`src/rtl/regfile_mp.sv`:
```
// Multi-port register file with optional write bypass, hardwired R0 and
// a per-register pending scoreboard for RAW stall detection.
//
// Ports:
//   clk, rst                 clock (rising edge), async active-high reset
//   rd_addr / rd_data        NUM_RD combinational read ports, packed
//   rd_pending               registered pending bit per read port
//   wr_en/wr_addr/wr_data    NUM_WR write ports, higher index wins
//   pend_set / pend_addr     mark a register as having a result in flight
//   pend_any                 OR of all pending bits
module regfile_mp #(
  parameter int DW      = 32,
  parameter int DEPTH   = 32,
  parameter int NUM_RD  = 2,
  parameter int NUM_WR  = 1,
  parameter int BYPASS  = 1,
  parameter int ZERO_R0 = 1,
  localparam int AW = (DEPTH > 1) ? $clog2(DEPTH) : 1
) (
  input  logic                 clk,
  input  logic                 rst,
  input  logic [NUM_RD*AW-1:0] rd_addr,
  output logic [NUM_RD*DW-1:0] rd_data,
  output logic [NUM_RD-1:0]    rd_pending,
  input  logic [NUM_WR-1:0]    wr_en,
  input  logic [NUM_WR*AW-1:0] wr_addr,
  input  logic [NUM_WR*DW-1:0] wr_data,
  input  logic                 pend_set,
  input  logic [AW-1:0]        pend_addr,
  output logic                 pend_any
);

  typedef enum logic {
    P_IDLE = 1'b0,
    P_PEND = 1'b1
  } pend_st_t;

  logic [DW-1:0] mem    [DEPTH];
  pend_st_t      pend_q [DEPTH];
  pend_st_t      pend_d [DEPTH];

  logic [NUM_WR-1:0] wr_ok;
  logic [DEPTH-1:0]  wr_hit;
  logic [DEPTH-1:0]  set_hit;
  logic [DEPTH-1:0]  pend_vec;
  logic              set_ok;

  // Out-of-range addresses and (optionally) R0 behave as absent registers.
  function automatic logic addr_ok(input logic [AW-1:0] a);
    return (32'(a) < 32'(DEPTH)) &&
           !((ZERO_R0 != 0) && (a == '0));
  endfunction

  always_comb begin
    for (int j = 0; j < NUM_WR; j++) begin
      wr_ok[j] = wr_en[j] && addr_ok(wr_addr[j*AW +: AW]);
    end
  end

  assign set_ok = pend_set && addr_ok(pend_addr);

  always_comb begin
    wr_hit  = '0;
    set_hit = '0;
    for (int r = 0; r < DEPTH; r++) begin
      for (int j = 0; j < NUM_WR; j++) begin
        if (wr_ok[j] && (wr_addr[j*AW +: AW] == AW'(r))) begin
          wr_hit[r] = 1'b1;
        end
      end
      set_hit[r] = set_ok && (pend_addr == AW'(r));
    end
  end

  // Loop order makes the higher-index port win on an address clash.
  always_ff @(posedge clk or posedge rst) begin
    if (rst) begin
      for (int r = 0; r < DEPTH; r++) begin
        mem[r] <= '0;
      end
    end else begin
      for (int j = 0; j < NUM_WR; j++) begin
        if (wr_ok[j]) begin
          mem[wr_addr[j*AW +: AW]] <= wr_data[j*DW +: DW];
        end
      end
    end
  end

  // Per-register pending FSM; a new producer beats a completing write.
  always_comb begin
    for (int r = 0; r < DEPTH; r++) begin
      pend_d[r] = pend_q[r];
      unique case (pend_q[r])
        P_IDLE: begin
          if (set_hit[r]) pend_d[r] = P_PEND;
        end
        P_PEND: begin
          if (set_hit[r])     pend_d[r] = P_PEND;
          else if (wr_hit[r]) pend_d[r] = P_IDLE;
        end
        default: pend_d[r] = P_IDLE;
      endcase
    end
  end

  always_ff @(posedge clk or posedge rst) begin
    if (rst) begin
      for (int r = 0; r < DEPTH; r++) begin
        pend_q[r] <= P_IDLE;
      end
    end else begin
      for (int r = 0; r < DEPTH; r++) begin
        pend_q[r] <= pend_d[r];
      end
    end
  end

  always_comb begin
    for (int r = 0; r < DEPTH; r++) begin
      pend_vec[r] = (pend_q[r] == P_PEND);
    end
  end

  assign pend_any = |pend_vec;

  // rst gating keeps a bypassed write from leaking out during reset.
  always_comb begin
    rd_data    = '0;
    rd_pending = '0;
    for (int i = 0; i < NUM_RD; i++) begin
      if (!rst && addr_ok(rd_addr[i*AW +: AW])) begin
        rd_data[i*DW +: DW] = mem[rd_addr[i*AW +: AW]];
        rd_pending[i]       = pend_vec[rd_addr[i*AW +: AW]];
        if (BYPASS != 0) begin
          for (int j = 0; j < NUM_WR; j++) begin
            if (wr_ok[j] &&
                (wr_addr[j*AW +: AW] == rd_addr[i*AW +: AW])) begin
              rd_data[i*DW +: DW] = wr_data[j*DW +: DW];
            end
          end
        end
      end
    end
  end

endmodule
```
`config.mk`:
```
export PLATFORM = sky130hd
export DESIGN_NAME = regfile_mp
export DESIGN_NICKNAME = d
export VERILOG_FILES = /design/src/rtl/regfile_mp.sv
export SDC_FILE = /design/constraint.sdc
export NUM_CORES = 2
export LEC_CHECK = 0
export BUFFER_PORTS_ARGS = -buffer_cell sky130_fd_sc_hd__buf_2
export CORE_ASPECT_RATIO = 0.5
export CORE_MARGIN = 2
export CORE_UTILIZATION = 25
export CTS_CLUSTER_DIAMETER = 50
export DETAILED_ROUTE_END_ITERATION = 6
export HOLD_SLACK_MARGIN = 0.1
export PLACE_DENSITY_LB_ADDON = 0.12
export SLEW_MARGIN = 10
export SYNTH_ARGS = -nofsm -noshare
export SYNTH_HDL_FRONTEND = slang
export SYNTH_SLANG_ARGS = --single-unit
```
`constraint.sdc`:
```
create_clock -name clk -period 48.5 [get_ports clk]
set_input_delay 4.85 -clock clk [delete_from_list [all_inputs] [get_ports clk]]
set_output_delay 4.85 -clock clk [all_outputs]
set_load 0.05 [all_outputs]
```
# Word-level counts from Yosys, hierarchy flattened
# Index checks and enable logic that the tools add are counted.
classes:
  reduce_logical: 81
  n_mux: 179
  n_eq_ne: 64
  order_cmp: 6
  bitwise: 35
ops:
  columns: ["cell", "n"]
  rows:
  - ["$bwmux W1024", 1]
  - ["$bmux W32 S5", 2]
  - ["$mux W32", 9]
  - ["$demux W32 S5", 1]
  - ["$eq A5 B5 Y1 const B", 32]
  - ["$mux W1", 132]
  - ["$eq A5 B4 Y1 const B", 16]
  - ["$logic_and A1 B1 Y1", 71]
  - ["$pmux W1 S2", 32]
  - ["$eq A5 B3 Y1 const B", 8]
  - ["$not A1 Y1", 32]
  - ["$reduce_or A32 Y1", 1]
  - ["$eq A5 B2 Y1 const B", 4]
  - ["$logic_not A5 Y1", 4]
  - ["$ge A6 B6 Y1 const B", 3]
  - ["$not A5 Y6", 3]
  - ["$lt A5 B6 Y1 const B", 2]
  - ["$bmux W1 S5", 2]
  - ["$eq A5 B1 Y1 const B", 2]
  - ["$eq A5 B5 Y1", 2]
  - ["$lt A6 B1 Y1 const B", 1]
  - ["$logic_not A1 Y1", 5]
totals:
  ff_bits: 1056
  input_bits: 56

# Longest topological paths before layout
depth:
  depth_word: 8
  mapped_depth: 9
  mapped_depth_nobuf: 5

# Worst setup path before layout
# No wires, ideal clock.
synth_timing:
  kind: "in2out"
  from: "input rst"
  to: "output rd_data[63]"
  n_path_buf: 1
  stages: 4
  t_arrival_ns: 31.366
  setup_slack_ns: 12.284
  required_ns: 43.650
  cell_sequence: "inv_1 -> o211ai_1 -> buf_2 -> o221ai_1"
synth_via:
  elab_chain_cells: 3
synth_rtl:
  columns: ["item", "line", "rtl"]
  rows:
  - ["start, declared", "21", "input logic rst,"]
  - ["$logic_not A1 Y1", "132", "if (!rst && addr_ok(rd_addr[i*AW +: AW])) begin"]
  - ["$logic_and A1 B1 Y1", "132", null]
  - ["$mux W32", "132", null]
  - ["end, declared", "23", "output logic [NUM_RD*DW-1:0] rd_data,"]
# Every way passes these cells.

# Worst setup path in the final report
layout_timing:
  from: "input rd_addr[5]"
  to: "output rd_data[63]"
layout_via:
  elab_chain_cells: 6
layout_rtl:
  columns: ["item", "line", "rtl"]
  rows:
  - ["start, declared", "22", "input logic [NUM_RD*AW-1:0] rd_addr,"]
  - ["$not A5 Y6 (not written as such)", "133", "rd_data[i*DW +: DW] = mem[rd_addr[i*AW +: AW]];"]
  - ["$bmux W32 S5", "133", null]
  - ["$mux W32 (not written as such) (2 in a row)", "133", null]
  - ["$mux W32", "137", "if (wr_ok[j] &&"]
  - ["$mux W32 (*)", "132", null]
# Mark *: on every way between the ends. The rest lies on a longest branch, timed or not. The select of a mux whose other input is x is not followed.

==> metrics.yaml <==
pwr:
  pwr_density_cell_nw_per_um2: 43.1
  power_mw: 2.83
  leakagePower_nw: 27.9
  ir_drop_mv: 0.0238
timing:
  slew_violations: 0
  max_slew_margin_pct: 18.4
  rsz0062_at_grt: "no"
  fin_skew_ns: 0
  worst_pin_slew_ns: 1.22
  setup_viol: 0
  timing.final.ws_setup_ns: 33.95
  max_freq_ghz: 0.0687
  layout_min_cycle_time_ns: 14.55
  hold_viol_final: 0
  period_share_pct: 30.0
  hold-worst-slack_ns: 0.390
  final.setup.tns_ns: 0
floorplan:
  die_h_um: 343
  ios: 123
  die_w_um: 682
  core_um2: 228000
  rows: 124
  die_area_um2: 234000
  start_util_pct: 25.1
synthesis:
  synth-async-reset-ratio_pct: 100
  yosysMostFrequentCell: "dfrtp_1"
  ys_seq_area_share_pct: 46.0
  synthTopCellsByCount: "dfrtp_1, mux2_2, mux4_2"
  synth_area_leaders: "dfrtp_1, mux2_2, mux4_2"
  synth_top_cell_by_area: "dfrtp_1"
  netlist.area_leader.share_pct: 46.0
  synth-edff-count: 0
  syn_inst: 3992
  synthesis.area_um2: 57400
  ys.warnings.count: 0
  synth_flop_cell: "dfrtp_1"
  synth_fp_nets: 4048
  ys_types: 55
  synth_area_per_cell_um2: 14.4
  ys_ff_latch: 1056
setup_path:
  start_kind: "input pin"
  cp-endpoint: "rd_data[63]"
  ff2ff_path_depth: 1
  cp.arrival_ns: 9.70
  end_kind: "output pin"
  rrSetupSlack_ns: 47.69
  critical_path_class: "in2out"
  path_max_fanout: 86
  r2r-end: "mem[645]"
  reg2reg_from: "mem[645]"
  required_ns: 43.65
  crit_start: "rd_addr[5]"
place:
  pre_cts_slack_ns: 33.84
  place.gp.congestion: 0.756
  hpwl_um: 126000
  portBuffers: 122
  placed_cell_area_um2: 60900
clock_network:
  cts_sinks: 1056
  cts_hold_buf: 0
  post_cts_buffers: 0
  htree_levels: 4
  clk_pin_slew_worst_paths_ns: 0.05
  clk_path_buf_depth: 4
  cts_resized: 0
  numCtsBuffers: 150
  clock_latency_ns: 0.78
  cts-root-buf: "clkbuf_16"
  tritoncts: "done"
grt:
  grt_usage_pct: 19.2
  grt_start_max_net_pins: 165
  grt.overflow.total: 0
  antenna_found_initial: 28
  grt_pass1_vias: 39300
  grt_pass1_wl_um: 319000
routing:
  drc: 0
  postRouteAntennaNets: 0
  dr_total_vias: 37500
  wl_per_cell_um: 31.9
  drtIter0Drc: 2877
  routed_wl_um: 227000
  vias_per_cell: 5.28
  first_pass_iters: 7
cells_and_area:
  drive_above_1_share_pct: 45.5
  syn2layout_area_growth_pct: 14.5
  stdcell_area_um2: 65800
  nets: 3963
run:
  max_cap_violations: 0
min_path:
  hold_depth: 0
  min_path_type: "reg2reg"
  hp-start: "mem[996]"
outcome:
  outcome: "finished, final reports clean"
sequential cells by signal (all words and copies together) (netlist names):
signal	cells
mem	1024
pend_q	32
worst max-delay path: stages:
cell      delay, ns
buf_8          0.38
buf_12         0.69
buf_4          0.78
buf_4          0.78
mux2i_1        0.18
a221oi_1       0.41
nor2_1         0.10
o21a_1         0.22
o221ai_1       0.71
buf_2          0.41
kinds of logic after synthesis:
logic type | synth area share [%]
xor+xnor | 0.137
simple gates | 1.91
buf+inv | 3.89
compound gates | 7.34
mux | 40.7
flops | 46.0
metrics by stage:
| step | std cells | utilization (%) |
|---|---|---|
| 2_1_floorplan | 3992 | - |
| 3_3_place_gp | 6842 | 26.7 |
| 3_5_place_dp | 6842 | 26.7 |
| 4_1_cts | 7094 | 28.8 |
| 5_1_grt | 7096 | 28.8 |
| 6_report | 7100 | 28.8 |
area by class of cell:
type / instances / area (um2)
diodes: 6 / 15.0
multi-input cells: 2479 / 29100
flip-flops and latches: 1056 / 26400
clock inverters: 53 / 713
fillers: 23000 / 163000
inverters: 5 / 27.5
well taps: 3087 / 3860
clock buffers: 199 / 4160
repair buffers: 215 / 1470
cells in the final DEF, fill, tap and decap left out, types with 5 or more instances in the layout:
master and n:
a211o_1 31, o21bai_1 31, nand2_4 11, clkbuf_16 151, diode_2 6, mux4_2 392, nor4_1 10, bufinv_16 15
dfrtp_1 1056, nor2_4 18, nor2_1 36, a22oi_1 64, clkinvlp_4 14, o21ai_0 62, nand2b_1 5, clkbuf_1 28
mux2i_1 336, clkinv_2 15, xnor2_1 8, nor2b_1 65, inv_6 5, nor3_1 7, buf_12 7, a221o_1 32
o221ai_1 9, buf_4 86, mux2_2 942, nand2_1 9, mux2_1 51, buf_2 114, clkbuf_8 22, a221oi_1 128
a21oi_1 36, nand4_1 5, a211oi_1 126, clkinv_4 5, a22o_1 15
worst min-delay path by stage:
stage / end
3_5_place_dp: mem[1023]
4_1_cts: mem[1023]
3_3_place_gp: mem[996]
2_1_floorplan: mem[1000]
6_report: mem[996]
5_1_grt: mem[1018]
report_power, final:
part / leakage (nW) / switching [mW] / internal [mW]
Clock: 2.35 / 0.430 / 0.681
Sequential: 13.5 / 0.120 / 1.05
Combinational: 12.0 / 0.253 / 0.296
routing by layer:
layer | global-route usage, % | wire [um] | vias up
met3 | 3.10 | 10400 | 272
met4 | 4.42 | 5120 | 2
li1 | - | - | 15500
met2 | 30.7 | 104000 | 944
met5 | 0 | 20 | -
met1 | 27.3 | 107000 | 20800
(Power assumes the default switching activity.)
